===== config.mk =====
export PLATFORM = sky130hd
export DESIGN_NAME = uart_rx_fifo_flat
export DESIGN_NICKNAME = d
export VERILOG_FILES = /design/src/rtl/uart_pkg.sv /design/src/rtl/uart_rx_fifo_if.sv /design/src/rtl/uart_rx_fifo_sync_fifo.sv /design/src/rtl/uart_rx_fifo.sv /design/src/flat_wrapper.sv
export SDC_FILE = /design/constraint.sdc
export NUM_CORES = 1
export LEC_CHECK = 0
export CAP_MARGIN = 30
export CORE_ASPECT_RATIO = 0.5
export CORE_MARGIN = 5
export CORE_UTILIZATION = 56
export CTS_BUF_LIST = sky130_fd_sc_hd__clkbuf_4
export CTS_CLUSTER_DIAMETER = 200
export DETAILED_ROUTE_END_ITERATION = 16
export GPL_TIMING_DRIVEN = 0
export MAX_ROUTING_LAYER = met4
export PLACE_DENSITY = 0.78
export SYNTH_ARGS = -nofsm -noshare
export SYNTH_HDL_FRONTEND = slang
export SYNTH_SLANG_ARGS = --single-unit

===== constraint.sdc =====
create_clock -name clk -period 2.3 [get_ports clk]
set_clock_uncertainty 0.15 [all_clocks]
set_input_delay 0.46 -clock clk [delete_from_list [all_inputs] [get_ports clk]]
set_output_delay 0.46 -clock clk [all_outputs]
set_load 0.005 [all_outputs]

===== src/rtl/uart_pkg.sv =====
// Shared definitions for the UART receive path: receiver states and the
// oversampling tick divider.
package uart_pkg;

    localparam int OVERSAMPLE = 16;

    typedef enum logic [2:0] {
        ST_IDLE,
        ST_START,
        ST_DATA,
        ST_STOP,
        ST_BREAK
    } rx_state_e;

    // Clocks per oversample tick, rounded to nearest.
    function automatic int calc_div(input int clock_hz, input int baud);
        return (clock_hz + (OVERSAMPLE / 2) * baud) / (OVERSAMPLE * baud);
    endfunction

endpackage


===== src/rtl/uart_rx_fifo_if.sv =====
// CPU-facing read port of the UART receiver: pop/clear strobes in, FIFO head
// and status out.
interface uart_rx_fifo_if #(
    parameter int FIFO_DEPTH = 8
);
    localparam int CNT_W = $clog2(FIFO_DEPTH) + 1;

    logic             re;
    logic             clr_err;
    logic [7:0]       rdata;
    logic             ready;
    logic [CNT_W-1:0] count;
    logic             overrun;
    logic             frame_err;

    modport master (
        output re, clr_err,
        input  rdata, ready, count, overrun, frame_err
    );

    modport slave (
        input  re, clr_err,
        output rdata, ready, count, overrun, frame_err
    );

endinterface


===== src/rtl/uart_rx_fifo_sync_fifo.sv =====
// First-word-fall-through synchronous FIFO with an explicit occupancy count;
// a push into a full FIFO is accepted only when a pop frees a slot that cycle.
module sync_fifo #(
    parameter int WIDTH = 8,
    parameter int DEPTH = 8
) (
    input  logic                     clk,
    input  logic                     rst_n,
    input  logic                     push_i,
    input  logic                     pop_i,
    input  logic [WIDTH-1:0]         din_i,
    output logic [WIDTH-1:0]         dout_o,
    output logic [$clog2(DEPTH):0]   count_o,
    output logic                     full_o,
    output logic                     empty_o
);
    localparam int AW = $clog2(DEPTH);

    logic [WIDTH-1:0] mem_q [DEPTH];
    logic [AW-1:0]    rd_ptr_q;
    logic [AW-1:0]    wr_ptr_q;
    logic [AW:0]      count_q;
    logic             pop_ok;
    logic             push_ok;

    assign empty_o = (count_q == '0);
    assign full_o  = (count_q == (AW + 1)'(DEPTH));
    assign pop_ok  = pop_i && !empty_o;
    assign push_ok = push_i && (!full_o || pop_ok);

    always_ff @(posedge clk) begin
        if (push_ok) begin
            mem_q[wr_ptr_q] <= din_i;
        end
    end

    // Pointers are exactly AW bits wide, so wrap-around is free.
    always_ff @(posedge clk or negedge rst_n) begin
        if (!rst_n) begin
            rd_ptr_q <= '0;
            wr_ptr_q <= '0;
            count_q  <= '0;
        end else begin
            if (push_ok) begin
                wr_ptr_q <= wr_ptr_q + 1'b1;
            end
            if (pop_ok) begin
                rd_ptr_q <= rd_ptr_q + 1'b1;
            end
            case ({push_ok, pop_ok})
                2'b10:   count_q <= count_q + 1'b1;
                2'b01:   count_q <= count_q - 1'b1;
                default: count_q <= count_q;
            endcase
        end
    end

    assign dout_o  = empty_o ? '0 : mem_q[rd_ptr_q];
    assign count_o = count_q;

endmodule


===== src/rtl/uart_rx_fifo.sv =====
// 8N1 UART receiver with 16x oversampling feeding a byte FIFO that the CPU
// polls through a memory-mapped read port.
module uart_rx_fifo
    import uart_pkg::*;
#(
    parameter int CLOCK_HZ   = 50_000_000,
    parameter int BAUD       = 115_200,
    parameter int FIFO_DEPTH = 8
) (
    input  logic          clk,
    input  logic          rst_n,
    input  logic          rx_i,
    uart_rx_fifo_if.slave bus
);
    localparam int DIV   = calc_div(CLOCK_HZ, BAUD);
    localparam int DIV_W = (DIV > 1) ? $clog2(DIV) : 1;
    localparam int CNT_W = $clog2(FIFO_DEPTH) + 1;
    localparam logic [3:0] MID_SAMPLE  = 4'(OVERSAMPLE / 2 - 1);
    localparam logic [3:0] LAST_SAMPLE = 4'(OVERSAMPLE - 1);

    logic             sync1_q;
    logic             rxs_q;
    logic [DIV_W-1:0] div_q;
    logic             tick;
    rx_state_e        state_q;
    logic [3:0]       scnt_q;
    logic [2:0]       bcnt_q;
    logic [7:0]       shift_q;
    logic             push_q;
    logic             frame_err_q;
    logic             overrun_q;
    logic             fifo_full;
    logic             fifo_empty;
    logic [CNT_W-1:0] fifo_count;

    // Presetting to 1 keeps a reset release from looking like a start edge.
    always_ff @(posedge clk or negedge rst_n) begin
        if (!rst_n) begin
            sync1_q <= 1'b1;
            rxs_q   <= 1'b1;
        end else begin
            sync1_q <= rx_i;
            rxs_q   <= sync1_q;
        end
    end

    // Divider is held at 0 in IDLE so each frame's tick phase starts fresh.
    assign tick = (state_q != ST_IDLE) && (div_q == DIV_W'(DIV - 1));

    always_ff @(posedge clk or negedge rst_n) begin
        if (!rst_n) begin
            div_q <= '0;
        end else if (state_q == ST_IDLE || tick) begin
            div_q <= '0;
        end else begin
            div_q <= div_q + 1'b1;
        end
    end

    always_ff @(posedge clk or negedge rst_n) begin
        if (!rst_n) begin
            state_q     <= ST_IDLE;
            scnt_q      <= '0;
            bcnt_q      <= '0;
            shift_q     <= '0;
            push_q      <= 1'b0;
            frame_err_q <= 1'b0;
        end else begin
            push_q <= 1'b0;
            if (bus.clr_err) begin
                frame_err_q <= 1'b0;
            end
            case (state_q)
                ST_IDLE: begin
                    if (!rxs_q) begin
                        state_q <= ST_START;
                        scnt_q  <= '0;
                    end
                end
                ST_START: begin
                    if (tick) begin
                        if (scnt_q == MID_SAMPLE) begin
                            scnt_q <= '0;
                            bcnt_q <= '0;
                            state_q <= rxs_q ? ST_IDLE : ST_DATA;
                        end else begin
                            scnt_q <= scnt_q + 1'b1;
                        end
                    end
                end
                ST_DATA: begin
                    if (tick) begin
                        scnt_q <= scnt_q + 1'b1;
                        if (scnt_q == LAST_SAMPLE) begin
                            shift_q <= {rxs_q, shift_q[7:1]};
                            if (bcnt_q == 3'd7) begin
                                state_q <= ST_STOP;
                            end else begin
                                bcnt_q <= bcnt_q + 1'b1;
                            end
                        end
                    end
                end
                ST_STOP: begin
                    if (tick) begin
                        scnt_q <= scnt_q + 1'b1;
                        if (scnt_q == LAST_SAMPLE) begin
                            if (rxs_q) begin
                                push_q  <= 1'b1;
                                state_q <= ST_IDLE;
                            end else begin
                                frame_err_q <= 1'b1;
                                state_q     <= ST_BREAK;
                            end
                        end
                    end
                end
                ST_BREAK: begin
                    if (rxs_q) begin
                        state_q <= ST_IDLE;
                    end
                end
                default: state_q <= ST_IDLE;
            endcase
        end
    end

    // A full FIFO only drops the byte when no pop frees a slot that cycle.
    always_ff @(posedge clk or negedge rst_n) begin
        if (!rst_n) begin
            overrun_q <= 1'b0;
        end else if (push_q && fifo_full && !bus.re) begin
            overrun_q <= 1'b1;
        end else if (bus.clr_err) begin
            overrun_q <= 1'b0;
        end
    end

    sync_fifo #(
        .WIDTH (8),
        .DEPTH (FIFO_DEPTH)
    ) u_fifo (
        .clk     (clk),
        .rst_n   (rst_n),
        .push_i  (push_q),
        .pop_i   (bus.re),
        .din_i   (shift_q),
        .dout_o  (bus.rdata),
        .count_o (fifo_count),
        .full_o  (fifo_full),
        .empty_o (fifo_empty)
    );

    assign bus.ready     = !fifo_empty;
    assign bus.count     = fifo_count;
    assign bus.overrun   = overrun_q;
    assign bus.frame_err = frame_err_q;

endmodule


===== src/flat_wrapper.sv =====
// flat-port wrapper written by rule: the top's interface ports become plain ports
module uart_rx_fifo_flat import uart_pkg::*;
#(
    parameter int CLOCK_HZ   = 50_000_000,
    parameter int BAUD       = 115_200,
    parameter int FIFO_DEPTH = 8
)
  (clk, rst_n, rx_i, bus_re, bus_clr_err, bus_rdata, bus_ready, bus_count, bus_overrun, bus_frame_err);
  uart_rx_fifo_if #(.FIFO_DEPTH(FIFO_DEPTH)) bus_i ();
  input  logic clk;
  input  logic rst_n;
  input  logic rx_i;
  input wire logic [$bits(bus_i.re)-1:0] bus_re;
  input wire logic [$bits(bus_i.clr_err)-1:0] bus_clr_err;
  output wire logic [$bits(bus_i.rdata)-1:0] bus_rdata;
  output wire logic [$bits(bus_i.ready)-1:0] bus_ready;
  output wire logic [$bits(bus_i.count)-1:0] bus_count;
  output wire logic [$bits(bus_i.overrun)-1:0] bus_overrun;
  output wire logic [$bits(bus_i.frame_err)-1:0] bus_frame_err;
  assign bus_i.re = bus_re;
  assign bus_i.clr_err = bus_clr_err;
  assign bus_rdata = bus_i.rdata;
  assign bus_ready = bus_i.ready;
  assign bus_count = bus_i.count;
  assign bus_overrun = bus_i.overrun;
  assign bus_frame_err = bus_i.frame_err;
  uart_rx_fifo #(.CLOCK_HZ(CLOCK_HZ), .BAUD(BAUD), .FIFO_DEPTH(FIFO_DEPTH)) u_core (.clk(clk), .rst_n(rst_n), .rx_i(rx_i), .bus(bus_i));
endmodule

Word level (Yosys, flattened, before mapping):

Memories as Yosys holds them, arrays and structs flattened.
Cells that the tools add are included.

* flip-flop bits (word level): 38
* memory bits (read-only): 0
* memory bits (writable): 64
* output and inout port bits: 15
* latch bits: 0
* word-level logic and storage cells: 104
* memories: 1

Memories
* u_core.u_fifo.mem_q: words 8, bits a word 8, rd ports 1, clocked after memory_dff 0, wr ports 1, RTL line uart_rx_fifo_sync_fifo.sv:19 `logic [WIDTH-1:0] mem_q [DEPTH];`

* divide/modulo/power cells: 0
* reduce and logical (&&, ||, !) cells: 22
* order comparisons: 0
* bitwise logic cells: 0
* multipliers: 0
* equal/unequal tests: 22
* mux-type cells: 39
* add/subtract/negate cells: 7
* shifts and indexed selects: 0

Operators by type and width (number)
* 3-bit two-way mux: 15
* 2-bit by 1-bit != test with 1-bit output (second input constant): 9
* 4-bit two-way mux: 4
* 3-bit one-hot mux with 5 select lines: 1
* 1-bit two-way mux: 13
* 4-bit one-hot mux with 3 select lines: 1
* 3-bit by 1-bit adder with 3-bit output (second input constant): 3
* 9-bit AND reduction: 1
* 4-bit by 1-bit adder with 4-bit output (second input constant): 2
* 4-bit equality test (second input constant): 2
* 8-bit two-way mux: 1
* 4-bit one-hot mux with 2 select lines: 1
* 3-bit by 2-bit equality test with 1-bit output (second input constant): 2
* 3-bit equality test (second input constant): 2
* 3-bit one-hot mux with 2 select lines: 1
* 6-bit AND reduction: 1
* 2-bit nonzero test: 3
* 3-bit nonzero test: 2
* 5-bit by 1-bit adder with 5-bit output (second input constant): 1
* 5-bit equality test (second input constant): 1
* 1-bit logical AND: 5
* 5-bit two-way mux: 1
* 4-bit by 3-bit equality test with 1-bit output (second input constant): 1
* 4-bit zero test: 1
* other kinds (12): 16

Longest topological paths before layout:

* depth after elaboration: 7
* gate-level depth with buffers: 8
* gate-level depth less buffers: 7

Hierarchy:

Synthesis repeated with hierarchy kept, for this count alone.

* cell total of the unflattened synthesis: 288
* area total of the unflattened synthesis: 4479.3 um^2

Modules (own cells, without submodules)
* sync_fifo: area an instance 3079.2 um^2, times used 1, sequential area each 2172.1 um^2, cells an instance 166
* uart_rx_fifo: area an instance 1400.1 um^2, times used 1, sequential area each 703.2 um^2, cells an instance 122

Worst setup path before layout:

Ideal clock, no wire load.

* path kind: input -> register
* start: input bus_re
* end: memory u_core.u_fifo.mem_q[1][0] (enable)
* cell stages on the path: 5
* required time: 1767 ps
* setup slack: -105 ps
* data arrival time: 1871 ps
* cell sequence: clkbuf_1 -> inv_1 -> a31oi_1 -> nand2_1 -> nor3_1

* cells in the longest elaborated chain, start to end: 5

RTL lines
* start: declaration: RTL line flat_wrapper.sv:13 `input wire logic [$bits(bus_i.re)-1:0] bus_re;`
* 1-bit logical AND: RTL line uart_rx_fifo_sync_fifo.sv:28 `assign pop_ok = pop_i && !empty_o;`
* 1-bit logical OR: RTL line uart_rx_fifo_sync_fifo.sv:29 `assign push_ok = push_i && (!full_o || pop_ok);`
* 1-bit logical AND: RTL line uart_rx_fifo_sync_fifo.sv:29
* 1-bit two-way mux: RTL line uart_rx_fifo_sync_fifo.sv:32 `if (push_ok) begin`
* 1-bit two-way mux (implied by the code): RTL line uart_rx_fifo_sync_fifo.sv:33 `mem_q[wr_ptr_q] <= din_i;`
* end: declaration: RTL line uart_rx_fifo_sync_fifo.sv:19

No other way between the ends.

Worst setup path in the final report:

* start: register u_core.u_fifo.rd_ptr_q[0]
* end: output bus_rdata[1]

* cells in the longest elaborated chain, start to end: 2

RTL lines
* start: declaration: RTL line uart_rx_fifo_sync_fifo.sv:20 `logic [AW-1:0] rd_ptr_q;`
* start signal: assignment: RTL line uart_rx_fifo_sync_fifo.sv:48 `rd_ptr_q <= rd_ptr_q + 1'b1;`
* memory read 8 x 8 bit
* 8-bit two-way mux: RTL line uart_rx_fifo_sync_fifo.sv:58 `assign dout_o = empty_o ? '0 : mem_q[rd_ptr_q];`
* end: declaration: RTL line flat_wrapper.sv:15 `output wire logic [$bits(bus_i.rdata)-1:0] bus_rdata;`

No other way between the ends.

==> impl_metrics.py <==
metrics = {
    "final_layout": {
        "layout.nets": 323,
        "multiInputGateArea_um2": 1410,
        "n_fill_cell": 470,
        "seq_area_um2": 2880,
        "antennaDiodeCount": 0,
        "area_delta_synth_final_pct": 15.94,
        "drive_gt1_share_pct": 30.16,
    },
    "timing": {
        "max_freq_mhz": 383.6,
        "slew_headroom_pct": 45.00,
        "whs_ns": 0.2160,
        "period_share_pct": 113.3,
        "final-setup-viol-count": 8,
        "fin_crit_ns": 2.607,
        "grt_setup_unrepaired": "yes",
        "tightest_slew_ns": 0.8251,
        "layout_setup_ws_ns": -0.3067,
        "drv_slew": 0,
        "hold_viol": 0,
    },
    "global_routing": {
        "grt_util_met2_pct": 30.62,
        "grt_max_degree": 39,
        "grt_pass1_vias": 2420,
        "met1_usage_pct": 21.68,
        "grt_pass1_wl_um": 12570,
        "gr-total-overflow": 0,
        "antenna_found_initial": 0,
        "grtUsageTotal_pct": 18.02,
        "use_met3_pct": 4.208,
        "top_usage_layer": "met2",
    },
    "synthesis": {
        "yosys_warnings": 0,
        "synth-compound-area-share_pct": 4.903,
        "seq_area_frac_synth_pct": 67.47,
        "ys_types": 46,
        "synth_top_family_by_area": "multiplexers",
        "syn_area_um2": 4262,
        "muxShareOfSynthArea_pct": 12.77,
        "synth_async_sr_flop_share_pct": 37.25,
        "synth-seq-cells": 102,
        "synth_adder_area_share_pct": 2.349,
        "synth_flop_cell": "edfxtp_1",
        "yosys.area_share.simple_pct": 8.808,
        "synth_xor_area_share_pct": 2.055,
        "synth-edff-count": 64,
        "synth_cells": 265,
        "syn_nets": 278,
        "synth.avg_cell_area_um2": 16.08,
    },
    "route": {
        "ant_nets": 0,
        "route.vias.total": 2417,
        "postRouteWirelength_um": 7747,
        "firstDrtPassIters": 4,
        "first_iter_violations": 208,
        "routedWlPerCell_um": 18.85,
        "drcViolationCount": 0,
        "via_per_inst": 5.881,
    },
    "setup_path": {
        "worstPathArrival_ns": 2.00,
        "critPathMaxFanout": 6,
        "cp-end-kind": "output port",
        "required_ns": 1.69,
        "start_kind": "flop",
        "critPathKind": "flop to output port",
    },
    "clocking": {
        "cts_tree": "built",
        "numCtsBuffers": 9,
        "clockBufferDepth": 2,
        "htreeDepth": 3,
        "clock-root-buffer": "clkbuf_4",
        "insertion_delay_ns": 0.44,
        "clk_pin_slew_ns": 0.14,
        "cts.sinks": 102,
    },
    "status": {
        "violations": "negative setup slack",
        "status": "finished with violations",
    },
    "run": {
        "cap_violations": 0,
    },
    "die": {
        "core_area_um2": 7377,
        "die_area_um2": 9561,
        "fp-row-count": 22,
        "dieHeight_um": 71.69,
        "initial_core_util_pct": 57.77,
        "die_w_um": 133.4,
        "io_pins": 20,
    },
    "min_path": {
        "min_path_type": "flop to flop",
    },
    "pwr": {
        "power.leakage_nw": 1.871,
        "p_per_area_nw_per_um2": 879.4,
        "ir_worst_vdd_mv": 0.5010,
    },
    "place": {
        "dpl_worst_slack_ns": -0.5563,
        "gp_congestion": 0.8727,
        "hpwlAfterDp_um": 5087,
        "portBuffers": 18,
    },
}
[kinds of logic (layout without fill, tap and decap cells)]
group | count (synthesis) | after routing
flip-flops | 102 | 102
AND/OR/NAND/NOR | 67 | 67
multiplexers | 33 | 33
AO/OA/AOI/OAI | 28 | 28
buffers and inverters | 17 | 67
XOR/XNOR | 10 | 10
adder cells (fa/ha/maj) | 8 | 8
[power breakdown]
group | switching, mW | leakage, nW | internal [mW]
registers | 0.0597 | 1.07 | 1.99
logic | 0.614 | 0.736 | 0.872
clock network | 0.561 | 0.0669 | 0.251
[flip-flops by register name (all words and copies together), names as in the netlist]
register,cells
u_core.state_q,3
u_core.rxs_q,1
u_core.div_q,5
u_core.push_q,1
u_core.bus.frame_err,1
u_core.bus.overrun,1
u_core.u_fifo.mem_q,64
u_core.sync1_q,1
u_core.shift_q,8
u_core.bcnt_q,3
u_core.scnt_q,4
u_core.u_fifo.count_o,4
u_core.u_fifo.rd_ptr_q,3
u_core.u_fifo.wr_ptr_q,3
[path summary, 6_finish.rpt]
path / endpoint / slack (ns) / depth (start not counted) / startpoint
worst max-delay path: bus_rdata[1] / -0.31 / 5 / u_core.u_fifo.rd_ptr_q[0]$_DFFE_PN0N_
worst min-delay path: u_core.rxs_q$_DFF_PN1_ / 0.22 / 0 / u_core.sync1_q$_DFF_PN1_
worst max register to register: u_core.u_fifo.count_o[2]$_DFFE_PN0P_ / 0.06 / 9 / u_core.u_fifo.count_o[1]$_DFFE_PN0P_
worst min register to register: u_core.rxs_q$_DFF_PN1_ / 0.22 / 0 / u_core.sync1_q$_DFF_PN1_
max in group asynchronous: u_core.u_fifo.count_o[2]$_DFFE_PN0P_ / 0.96 / 2 / rst_n
min in group asynchronous: u_core.u_fifo.rd_ptr_q[2]$_DFFE_PN0N_ / 0.48 / 2 / rst_n
[cells in the mapped netlist (2+ instances only)]
| cell | n | share of area [%] |
|---|---|---|
| edfxtp_1 | 64 | 45 |
| dfrtp_1 | 36 | 21 |
| nor2_1 | 20 | 1.8 |
| mux4_2 | 16 | 8.5 |
| nand2_1 | 16 | 1.4 |
| inv_1 | 10 | 0.88 |
| mux2_2 | 10 | 2.6 |
| a22o_1 | 8 | 1.6 |
| ha_1 | 8 | 2.3 |
| nand3_1 | 7 | 0.82 |
| mux2i_1 | 6 | 1.4 |
| nand2b_1 | 6 | 0.88 |
| xnor2_1 | 6 | 1.2 |
| nor3_1 | 4 | 0.47 |
| o21ai_0 | 4 | 0.47 |
| xor2_1 | 4 | 0.82 |
| a21oi_1 | 3 | 0.35 |
| clkbuf_1 | 3 | 0.26 |
| and2_1 | 2 | 0.29 |
| dfstp_2 | 2 | 1.2 |
| nor2b_1 | 2 | 0.29 |
| nor4_4 | 2 | 1.0 |
| o22ai_1 | 2 | 0.29 |
| o31ai_1 | 2 | 0.35 |
[layout make-up]
type	instances	share of cell area, %
Buffer	6	1.165
Clock buffer	11	1.671
Clock inverter	5	0.6837
Inverter	10	0.7597
Multi-Input combinational cell	146	28.54
Sequential cell	102	58.29
Tap cell	96	2.431
Timing Repair Buffer	35	6.457
[worst max-delay path, stage by stage, from the launching register on]
cell and delay [ns]:
dfrtp_1 0.42, buf_8 0.16, buf_12 0.14, mux4_2 0.49, a22o_1 0.22, buf_2 0.13
[repair_timing]
item                       4_1_cts  5_1_grt
setup endpoints to repair       73       66
cloned                           1        0
hold buffers                     1        0
hold endpoints to repair        36        0
resized for setup               64       12
setup buffers                   12        6
pin swaps                       10        8
[placed cells by master (no fill, tap or decap), types with 9 or more instances in the layout]
cell type	synthesis	routed
edfxtp_1	64	64
nor2_1	20	12
buf_4	1	12
mux4_2	16	16
mux2_2	10	10
inv_1	10	9
dfrtp_1	36	32
nand2_1	16	16
clkbuf_4	0	12
buf_2	1	9
[through the flow]
step	power, mW	TNS [ns]	util, %	area [um^2]	cells
final	4.345	-2.407	66.98	4941	411
after global routing	4.570	-3.250	66.98	4941	411
after CTS	4.317	-2.578	65.76	4851	408
after detailed placement	3.343	-26.62	61.91	4567	379
after global placement	3.312	-32.07	61.97	4572	379
after floorplan	2.846	0	-	4272	265
[metal layers]
layer,up-vias,wire length (um)
met3,8,342
li1,1111,-
met5,-,0
met2,67,4026
met4,0,91
met1,1231,3287
Power figures use the tool's default switching activity.
